### src/rtl/poly_shift.sv
// poly_shift: falling-edge XNOR LFSR / shift register with parallel load, serial and injected-feedback modes.
// Define POLY_SHIFT_WRAP_EN to enable the wrap marker and step counter; otherwise both outputs read 0.
module poly_shift #(
  parameter int                WIDTH    = 9,
  parameter logic [WIDTH-1:0]  TAPS     = WIDTH'(9'h011),
  parameter logic [WIDTH-1:0]  WRAP_VAL = '0
) (
  input  logic             clk,
  input  logic             nRst,
  input  logic             enn,
  input  logic             ld,
  input  logic [WIDTH-1:0] D,
  input  logic [1:0]       mode,
  input  logic             sin,
  output logic [WIDTH-1:0] Q,
  output logic             sOut,
  output logic             wrap,
  output logic [WIDTH-1:0] stepCnt
);

  typedef enum logic [1:0] {
    MODE_HOLD     = 2'b00,
    MODE_POLY     = 2'b01,
    MODE_SERIAL   = 2'b10,
    MODE_POLY_XOR = 2'b11
  } mode_e;

  if (WIDTH < 2 || WIDTH > 17 || $bits(WRAP_VAL) != WIDTH) begin : g_param_check
    $error("poly_shift: WIDTH must be in 2..17");
  end

  mode_e            mode_s;
  logic [WIDTH-1:0] q_q, q_d;
  logic             fb;
  logic             all_ones;

  assign mode_s   = mode_e'(mode);
  assign fb       = ~^(q_q & TAPS);
  assign all_ones = &q_q;

  // All-ones is the XNOR lockup state; poly modes force it to zero.
  always_comb begin
    q_d = q_q;
    if (enn) begin
      if (ld) begin
        q_d = D;
      end else begin
        case (mode_s)
          MODE_POLY:     q_d = all_ones ? '0 : {fb, q_q[WIDTH-1:1]};
          MODE_SERIAL:   q_d = {sin, q_q[WIDTH-1:1]};
          MODE_POLY_XOR: q_d = all_ones ? '0 : {fb ^ sin, q_q[WIDTH-1:1]};
          default:       q_d = q_q;
        endcase
      end
    end
  end

  always_ff @(negedge clk or negedge nRst) begin
    if (!nRst) begin
      q_q <= '0;
    end else begin
      q_q <= q_d;
    end
  end

  assign Q    = q_q;
  assign sOut = q_q[0];

`ifdef POLY_SHIFT_WRAP_EN
  logic             wrap_q, wrap_d;
  logic [WIDTH-1:0] cnt_q, cnt_d;
  logic             poly_step;
  logic             clear_step;

  assign poly_step  = enn && !ld && (mode_s == MODE_POLY || mode_s == MODE_POLY_XOR);
  assign clear_step = enn && (ld || mode_s == MODE_SERIAL);

  // Hold mode and disabled edges keep both wrap and the counter.
  always_comb begin
    wrap_d = wrap_q;
    cnt_d  = cnt_q;
    if (clear_step) begin
      wrap_d = 1'b0;
      cnt_d  = '0;
    end else if (poly_step) begin
      if (q_d == WRAP_VAL) begin
        wrap_d = 1'b1;
        cnt_d  = '0;
      end else begin
        wrap_d = 1'b0;
        cnt_d  = cnt_q + 1'b1;
      end
    end
  end

  always_ff @(negedge clk or negedge nRst) begin
    if (!nRst) begin
      wrap_q <= 1'b0;
      cnt_q  <= '0;
    end else begin
      wrap_q <= wrap_d;
      cnt_q  <= cnt_d;
    end
  end

  assign wrap    = wrap_q;
  assign stepCnt = cnt_q;
`else
  assign wrap    = 1'b0;
  assign stepCnt = '0;
`endif

endmodule

### config.mk
export PLATFORM = sky130hd
export DESIGN_NAME = poly_shift
export DESIGN_NICKNAME = d
export VERILOG_FILES = /design/src/rtl/poly_shift.sv
export SDC_FILE = /design/constraint.sdc
export NUM_CORES = 1
export LEC_CHECK = 0
export CAP_MARGIN = 20
export CORE_MARGIN = 1
export CORE_UTILIZATION = 37
export CTS_CLUSTER_DIAMETER = 60
export CTS_CLUSTER_SIZE = 24
export DETAILED_ROUTE_END_ITERATION = 10
export PLACE_DENSITY = 0.76
export SETUP_SLACK_MARGIN = 0.1
export SYNTH_ARGS = -nofsm -noshare
export SYNTH_HDL_FRONTEND = slang
export SYNTH_SLANG_ARGS = --single-unit
export TNS_END_PERCENT = 30
### constraint.sdc
create_clock -name clk -period 1.55 [get_ports clk]
set_input_delay 0.31 -clock clk [delete_from_list [all_inputs] [get_ports clk]]
set_output_delay 0.31 -clock clk [all_outputs]
set_load 0.05 [all_outputs]
Word-level counts from Yosys, hierarchy flattened

Index checks and enable logic that the tools add are counted.
W data, S select, Z words.

Equal/unequal tests: 3
Muxes and demuxes: 4
Bitwise operators: 1
Reduce and logical (&&, ||, !) cells: 4

Operators by type and width:

| cell                 | count |
|---|---|
| $mux W9              | 3 |
| $pmux W9 S3          | 1 |
| $reduce_and A9 Y1    | 1 |
| $reduce_xnor A9 Y1   | 1 |
| $eq A2 B2 Y1 const B | 2 |
| $reduce_bool A4 Y1   | 1 |
| $eq A2 B1 Y1 const B | 1 |
| $reduce_and A2 Y1    | 1 |
| $xor A1 B1 Y1        | 1 |

Flip-flop bits (word level): 9
Input port bits: 16
Output and inout bits: 20

Depth between registers and ports, before layout

Gate-level depths: netlist of run 1.

Depth after elaboration: 5
Depth in mapped cells: 4
Gate-level depth less buffers: 4

==> flow_summary.toml, run 1 <==
[worst_setup_path]
critical_path.slowest_cell = "dfrtn_1"
required_ns = 1.24
crit_family = "flip-flops"
r2r_setup_slack_ns = -0.31
rr_startpoint = "Q[0]$_DFFE_NN0P_"
cp-start-kind = "flip-flop"
path_class = "reg2out"
r2r_cells = 6
rr_endpoint = "Q[3]$_DFFE_NN0P_"
arrival_ns = 1.75
cp-end-kind = "output port"
worstPathCellList = "buf_12"
max_stage_delay_ns = 0.53
path_buf_inv = 1
worst-path-max-fanout = 3

[grt]
grt_pass1_wl_um = 2830
antenna_found_initial = 0
grt-ovfl-total = 0
grtUsageTotal = 0.205
grt_max_degree = 13
grt_pass1_vias = 599

[synthesis]
synth-main-ff-cell = "dfrtn_1"
yosysSeqAreaShare = 0.360
syn_inst = 55
synth_top_area_cell = "dfrtn_1"
synthTopCellsByArea = "dfrtn_1 36%, buf_4 13%, a221o_1 11%"
synth_top_cell_area_share = 0.360
async_reset_ff_frac = 1.00
yosysWarnings = 0
synthDistinctLibCells = 24
syn_area_sq_um = 626
synth_edf_count = 0
ys_ff_latch = 9
avgSynthCellArea_sq_um = 11.4

[detailed_routing]
met1_length_um = 724
highest_layer = "met4"
drtAntennaViolNets = 0
wl_met3_um = 94
drt_iter0_drc = 18
via_per_inst = 5.31
drt_first_pass_iters = 5
wire_per_inst_um = 15.5
wl_um = 1760
wl_met2_um = 926
drc_errors = 0
vias = 605

[layout]
antenna_cells = 0
final_util = 0.725
n_fill_cell = 113
largest_reg_flops = 9
regArea_sq_um = 225
multi_input_area_sq_um = 347
design_area_sq_mm = 0.00112
synthToLayoutAreaGrowth_pct = 78.6
nets = 115
drive_gt1_frac = 0.510

[timing]
setup_slack_ns = -0.510
finalClockSkew_ns = 0.00117
rsz0062_at_grt = "yes"
final.setup.tns_ns = -7.09
slew_viol_final = 0
hold_viol_final = 0
setup_viol_count_final = 19

[min_path]
min_delay_path_depth = 2
hold_start = "Q[2]$_DFFE_NN0P_"
holdPathEnd = "Q[1]$_DFFE_NN0P_"
hold_path_class = "reg2reg"

[clocking]
hold_buffers = 0
insertion_delay_ns = 0.27
cts_sinks = 9
clk_pin_slew_worst_paths_ns = 0.05
cts_buffers = 3
tritoncts = "yes"
clk_path_buf_depth = 2
ctsRootBufferMaster = "clkbuf_4"
htreeDepth = 1

[floorplan]
rows = 14
start_util = 0.406
core_region_area_sq_mm = 0.00154
dieArea_sq_mm = 0.00186
num_io_pins = 36
die_w_um = 43.1
die_h_um = 43.1

[outcome]
violations = "negative setup slack"
status = "complete, but fails checks"

[placement]
dpl.hpwl_um = 1390
placed_area_sq_mm = 0.00106
port_buffers = 25
globalplace.congestion = 0.760

[power_and_ir_drop]
p_leak_uw = 0.000521
power.density_mw_per_mm2 = 1060
peakVddDrop_mv = 0.568
p_total_uw = 1180

[job]
maxCapViolCount = 0
-- layout by cell type, fill, tap and decap left out, drive strengths merged, types with 2 or more instances in the layout --
master	Yosys	final
a211oi	2	2
a221o	7	7
and3	7	7
buf	13	31
clkbuf	0	4
clkdlybuf4s50	0	10
conb	1	10
dfrtn	9	9
nand4	2	2
nor3	2	2
o31ai	2	2
-- per-layer routing --
metal  vias to the layer above  global-route usage
li1                        279                   -
met1                       288               0.265
met2                        33               0.340
met3                         5              0.0383
met4                         0              0.0667
met5                         -                   0
-- logic make-up after synthesis --
kind of cell / Yosys count / share of synthesized area
and+or+nand+nor: 15 / 0.188
other: 1 / 0.00599
DFF: 9 / 0.360
AOI/OAI and AO/OA: 14 / 0.252
xor gates and xnor gates: 1 / 0.0140
buffers and inverters: 14 / 0.162
muxes: 1 / 0.0180
-- final cells by class --
cell class | instances | share of cell area
inverters | 1 | 0.00336
well taps | 16 | 0.0179
multi-input cells | 41 | 0.310
repair buffers | 43 | 0.443
flip-flops and latches | 9 | 0.202
clock buffers | 4 | 0.0235
-- metrics by stage --
stage | worst slack, ns | cells | hold slack [ns]
4_1_cts | -0.501 | 112 | 0.647
3_5_place_dp | -1.02 | 107 | 0.642
2_1_floorplan | -0.509 | 64 | 0.681
6_report | -0.510 | 114 | 0.646
3_3_place_gp | -0.965 | 107 | 0.625
5_1_grt | -0.526 | 114 | 0.673
-- Yosys cell counts (all sizes together) (2+ instances only) --
master,number
dfrtn,9
a221o,7
buf,13
nand4,2
nor3,2
o31ai,2
and3,7
a211oi,2
-- how the worst max path moves through the flow --
stage                                 from               end  cells past startpoint  slack (ns)
after floorplan           Q[0]$_DFFE_NN0P_              Q[0]                      1       -0.51
after global placement             mode[0]  Q[6]$_DFFE_NN0P_                      5       -0.97
after detailed placement           mode[0]  Q[6]$_DFFE_NN0P_                      5       -1.02
after CTS                 Q[0]$_DFFE_NN0P_              Q[0]                      1       -0.50
after global routing      Q[0]$_DFFE_NN0P_              Q[0]                      1       -0.53
final                     Q[0]$_DFFE_NN0P_              Q[0]                      1       -0.51
-- report_power, final --
group,internal [uW],switching (uW)
clock network,99.2,81.8
registers,277,45.4
logic,331,345
total,707,472
-- what timing repair did --
| action | 4_1_cts | 5_1_grt |
|---|---|---|
| endpoints found under the setup margin | 19 | 19 |
| setup buffers | 1 | 2 |
| pin swaps | 4 | 3 |
| gates resized for setup | 21 | 1 |
No activity file was read; power rests on OpenSTA's default activity.
==> run 2, diff against run 1 <==
--- a/config.mk
+++ b/config.mk
@@ -7,11 +7,11 @@
 export LEC_CHECK = 0
 export CAP_MARGIN = 20
 export CORE_MARGIN = 1
-export CORE_UTILIZATION = 37
+export CORE_UTILIZATION = 39
 export CTS_CLUSTER_DIAMETER = 60
 export CTS_CLUSTER_SIZE = 24
 export DETAILED_ROUTE_END_ITERATION = 10
-export PLACE_DENSITY = 0.76
+export PLACE_DENSITY = 0.8
 export SETUP_SLACK_MARGIN = 0.1
 export SYNTH_ARGS = -nofsm -noshare
 export SYNTH_HDL_FRONTEND = slang
==> constraint.sdc (replaced) <==
create_clock -name clk -period 2.4 [get_ports clk]
set_input_delay 0.48 -clock clk [delete_from_list [all_inputs] [get_ports clk]]
set_output_delay 0.48 -clock clk [all_outputs]
set_load 0.05 [all_outputs]
==> run 2 against run 1 <==
  * The run still ends with negative setup slack left
  * Sequential power fell by 36%
  * Clock-buffer cell count did not move
  * Clock skew up 0.0054 ns
  * Clock power shrank 35%
  * Hold slack got worse by 0.021 ns
  * Wire length shrank 5.2%
  * Flip-flop and latch count did not move
  * Die area is 4.9% lower
  * Critical endpoint is now sOut
  * Largest cell class unchanged
==> flow_summary.toml, run 2 (synthesized netlist as in run 1, its figures left out) <==
[detailed_routing]
drt_iter0_drc = 26
highest_layer = "met4"
wl_met2_um = 898
drt_first_pass_iters = 4
drtAntennaViolNets = 0
vias = 622
met1_length_um = 602
wire_per_inst_um = 14.7
drc_errors = 0
via_per_inst = 5.46
wl_met3_um = 117
wl_um = 1670

[worst_setup_path]
crit_start = "Q[0]$_DFFE_NN0P_"
worstPathCellList = "buf_12"
rr_startpoint = "Q[0]$_DFFE_NN0P_"
arrival_ns = 2.16
max_stage_delay_ns = 0.52
critical_path.slowest_cell = "dfrtn_1"
required_ns = 1.92
path_class = "reg2out"
crit_family = "flip-flops"
cp-start-kind = "flip-flop"
cp-end-kind = "output port"
worst-path-max-fanout = 3
path_buf_inv = 1

[grt]
grt_pass1_wl_um = 2750
grt_pass1_vias = 620
grt_max_degree = 13
grtUsageTotal = 0.209
grt-ovfl-total = 0
antenna_found_initial = 0

[placement]
port_buffers = 25
place_inst = 106
dpl.hpwl_um = 1300
placed_area_sq_mm = 0.00104
globalplace.congestion = 0.820

[power_and_ir_drop]
power.density_mw_per_mm2 = 663
peakVddDrop_mv = 0.355
p_leak_uw = 0.000527

[clocking]
clk_path_buf_depth = 2
clk_pin_slew_worst_paths_ns = 0.05
cts_sinks = 9
cts_buffers = 3
tritoncts = "yes"
ctsRootBufferMaster = "clkbuf_4"
insertion_delay_ns = 0.27
htreeDepth = 1

[floorplan]
rows = 14
die_h_um = 42.1
dieArea_sq_mm = 0.00177
core_region_area_sq_mm = 0.00151
start_util = 0.415
die_w_um = 42.1
num_io_pins = 36

[layout]
final_common_cell = "buf_4"
drive_gt1_frac = 0.520
design_area_sq_mm = 0.00113
final_cells = 114
layout_common_cells = "17 x buf_4, 10 x conb_1, 10 x buf_12, 9 x dfrtn_1, 9 x clkdlybuf4s50_1"
synthToLayoutAreaGrowth_pct = 80.8
multi_input_area_sq_um = 362
largest_reg_flops = 9
regArea_sq_um = 225
final_util = 0.751
nets = 115
antenna_cells = 0
n_fill_cell = 93

[min_path]
hold_path_class = "reg2reg"
hold_start = "Q[6]$_DFFE_NN0P_"

[timing]
rsz0062_at_grt = "yes"
hold_viol_final = 0
setup_slack_ns = -0.243
slew_viol_final = 0
setup_viol_count_final = 18
final.setup.tns_ns = -2.09
finalClockSkew_ns = 0.00658

[outcome]
violations = "negative setup slack"
status = "complete, but fails checks"

[job]
maxCapViolCount = 0
[run 2: cell types whose count changed in the layout (fill, tap and decap cells not counted), sizes merged]
cell,delta
buf,+1
clkdlybuf4s50,-1
[run 2: power by group]
| part | leakage [uW] | internal (uW) | switching (uW) |
|---|---|---|---|
| Clock | 0.0000150 | 64.0 | 52.8 |
| Sequential | 0.000109 | 179 | 28.8 |
| Combinational | 0.000402 | 207 | 218 |
| Total | 0.000527 | 450 | 300 |
[run 2: area by class of cell]
cell class	instances	area share
inverters	1	0.00332
multi-input cells	41	0.320
flip-flops and latches	9	0.199
well taps	16	0.0177
clock buffers	4	0.0232
repair buffers	43	0.437
[run 2: worst register-to-register path, stage by stage, from the launching register on]
cell,delay [ns]
dfrtn_1,0.52
buf_4,0.17
nand4_1,0.17
nor3_4,0.28
buf_4,0.15
o31ai_1,0.05
mux2_4,0.26
[run 2: routing by layer]
metal / up-vias / GRT usage
li1: 280 / -
met1: 289 / 0.226
met2: 43 / 0.394
met3: 10 / 0.0259
met4: 0 / 0.106
met5: - / 0
[run 2: repair_timing]
| action | in CTS | in global routing |
|---|---|---|
| gates resized for setup | 29 | 3 |
| hold buffers | 0 | 0 |
| pin swaps | 7 | 4 |
| setup endpoints to repair | 19 | 19 |
| setup buffers | 3 | 1 |
[run 2: path summary, 6_finish.rpt]
check,slack (ns),cells after the start,to
setup reg to reg,0.64,6,Q[7]$_DFFE_NN0P_
min in group asynchronous,1.59,1,Q[3]$_DFFE_NN0P_
hold reg to reg,0.62,2,Q[5]$_DFFE_NN0P_
setup / recovery,-0.24,1,sOut
hold / removal,0.62,2,Q[5]$_DFFE_NN0P_
max in group asynchronous,0.49,1,Q[2]$_DFFE_NN0P_
[run 2: stage by stage]
step,setup slack (ns),hold WS [ns],power [uW]
after global routing,-0.266,0.656,775
final,-0.243,0.625,750
after global placement,-0.722,0.569,613
after floorplan,-0.254,0.840,422
after CTS,-0.248,0.613,746
after detailed placement,-0.757,0.621,622
==> run 3, diff against run 2 <==
--- a/config.mk
+++ b/config.mk
@@ -12,6 +12,7 @@
 export CTS_CLUSTER_SIZE = 24
 export DETAILED_ROUTE_END_ITERATION = 10
 export PLACE_DENSITY = 0.8
+export REMOVE_ABC_BUFFERS = 1
 export SETUP_SLACK_MARGIN = 0.1
 export SYNTH_ARGS = -nofsm -noshare
 export SYNTH_HDL_FRONTEND = slang
==> run 3 against run 2 <==
  * The run still ends with negative setup slack left
  * Register-to-register slack is essentially flat
  * Hold slack gained 0.0049 ns
  * Power shrank 1.3%
  * Clock power is essentially flat
  * Sequential share of layout area grew 0.64 points
  * Combinational power shrank 2%
  * Highest routed layer unchanged
  * Core utilization shrank 2.3 points
  * Wire length shrank 5.9%
  * Via count shrank 8.0%
  * Critical path depth is the same
  * First-iteration DRC count shrank 50%
==> flow_summary.toml, run 3 (synthesized netlist as in run 1, its figures left out) <==
[outcome]
status = "complete, but fails checks"
violations = "negative setup slack"

[worst_setup_path]
rr_endpoint = "Q[1]$_DFFE_NN0P_"
rr_startpoint = "Q[0]$_DFFE_NN0P_"
path_class = "reg2out"
critical_path.slowest_cell = "dfrtn_1"
worstPathCellList = "buf_12"
r2r_cells = 5
arrival_ns = 2.17
crit_cells = 1
path_buf_inv = 1
cp-end-kind = "output port"
endpoint = "sOut"
cp-start-kind = "flip-flop"
worst-path-max-fanout = 3
r2r_setup_slack_ns = 0.63
crit_family = "flip-flops"
crit_start = "Q[0]$_DFFE_NN0P_"
max_stage_delay_ns = 0.53
required_ns = 1.92

[timing]
hold_viol_final = 0
final.setup.tns_ns = -1.99
rsz0062_at_grt = "yes"
setup_viol_count_final = 18
finalClockSkew_ns = 0.00286
slew_viol_final = 0
setup_slack_ns = -0.247

[clocking]
tritoncts = "yes"
cts_sinks = 9
htreeDepth = 1
cts_buffers = 3
clk_pin_slew_worst_paths_ns = 0.04
clk_path_buf_depth = 2
insertion_delay_ns = 0.27
ctsRootBufferMaster = "clkbuf_4"

[detailed_routing]
drtAntennaViolNets = 0
vias = 572
wl_um = 1570
drc_errors = 0
drt_first_pass_iters = 4
via_per_inst = 5.11
wire_per_inst_um = 14.0
drt_iter0_drc = 13

[placement]
port_buffers = 25
globalplace.congestion = 0.795
place_inst = 103
pre_cts_ws_ns = -0.844
placed_area_sq_mm = 0.00101
dpl.hpwl_um = 1220

[floorplan]
num_io_pins = 36
dieArea_sq_mm = 0.00177
die_h_um = 42.1
die_w_um = 42.1
core_region_area_sq_mm = 0.00151
start_util = 0.415
rows = 14

[power_and_ir_drop]
power_frac_comb = 0.561
p_leak_uw = 0.000506
netSwitchingFraction = 0.398
p_seq_frac = 0.281
switching_power_uw = 295
clockPowerShare = 0.157
peakVddDrop_mv = 0.306
power.density_mw_per_mm2 = 676
p_total_uw = 741
p_int_uw = 446

[layout]
nets = 113
largest_reg_flops = 9
antenna_cells = 0
final_common_cell = "buf_4"
drive_gt1_frac = 0.500
synthToLayoutAreaGrowth_pct = 75.2
layout_common_cells = "15 x buf_4, 10 x conb_1, 10 x buf_12, 9 x dfrtn_1, 9 x clkdlybuf4s50_1"
n_fill_cell = 109
final_cells = 112
design_area_sq_mm = 0.00110

[grt]
grt_max_degree = 13
grt_pass1_vias = 588
grt_pass1_wl_um = 2650
grt-ovfl-total = 0
antenna_found_initial = 0
grtUsageTotal = 0.201

[job]
maxCapViolCount = 0

[min_path]
hold_path_class = "reg2reg"
-- run 3: worst reg2reg max path: stages (launching register included) --
cell      delay (ns)
dfrtn_1         0.53
buf_4           0.17
nand4_1         0.15
nor3_4          0.29
a211oi_4        0.13
a221o_1         0.35
-- run 3: routing by layer --
metal  part of all wire  vias up  routed length, um  GRT usage
met4              0.016        0                 25      0.106
met5                  0        -                  0          0
li1                   -      275                  -          -
met2               0.53       25                840      0.369
met3              0.067        4                106     0.0345
met1               0.38      268                600      0.219
-- run 3: per-stage QoR --
stage                     utilization  hold WS (ns)
after floorplan                     -         0.836
after global placement          0.674         0.567
after detailed placement        0.674         0.573
after CTS                       0.709         0.574
after global routing            0.728         0.664
final                           0.728         0.630
-- run 3: what timing repair did --
action	CTS	global route
gates cloned	0	0
gates resized for setup	25	1
setup buffers	2	3
hold buffers	0	0
pin swaps	4	4
setup endpoints to repair	19	19
-- run 3: how the worst min path moves through the flow --
stage / start / end / slack (ns) / depth (start not counted)
final: Q[5]$_DFFE_NN0P_ / Q[4]$_DFFE_NN0P_ / 0.63 / 2
after global routing: Q[7]$_DFFE_NN0P_ / Q[6]$_DFFE_NN0P_ / 0.66 / 2
after CTS: Q[7]$_DFFE_NN0P_ / Q[6]$_DFFE_NN0P_ / 0.57 / 1
after detailed placement: Q[7]$_DFFE_NN0P_ / Q[6]$_DFFE_NN0P_ / 0.57 / 1
after global placement: Q[3]$_DFFE_NN0P_ / Q[2]$_DFFE_NN0P_ / 0.57 / 1
after floorplan: Q[7]$_DFFE_NN0P_ / Q[6]$_DFFE_NN0P_ / 0.84 / 1
-- run 3: final cells by class --
type / instances / area [sq um] / area share
multi-input cells: 41 / 347 / 0.316
inverters: 1 / 3.75 / 0.00342
well taps: 16 / 20.0 / 0.0183
repair buffers: 41 / 474 / 0.433
clock buffers: 4 / 26.3 / 0.0240
flip-flops and latches: 9 / 225 / 0.205
-- run 3: power groups by stage --
stage | sequential [uW] | combinational, uW | clock [uW]
after floorplan | 303 | 93.8 | 0
after global placement | 213 | 391 | 0
after detailed placement | 213 | 397 | 0
after CTS | 212 | 400 | 120
after global routing | 212 | 433 | 126
final | 208 | 416 | 117
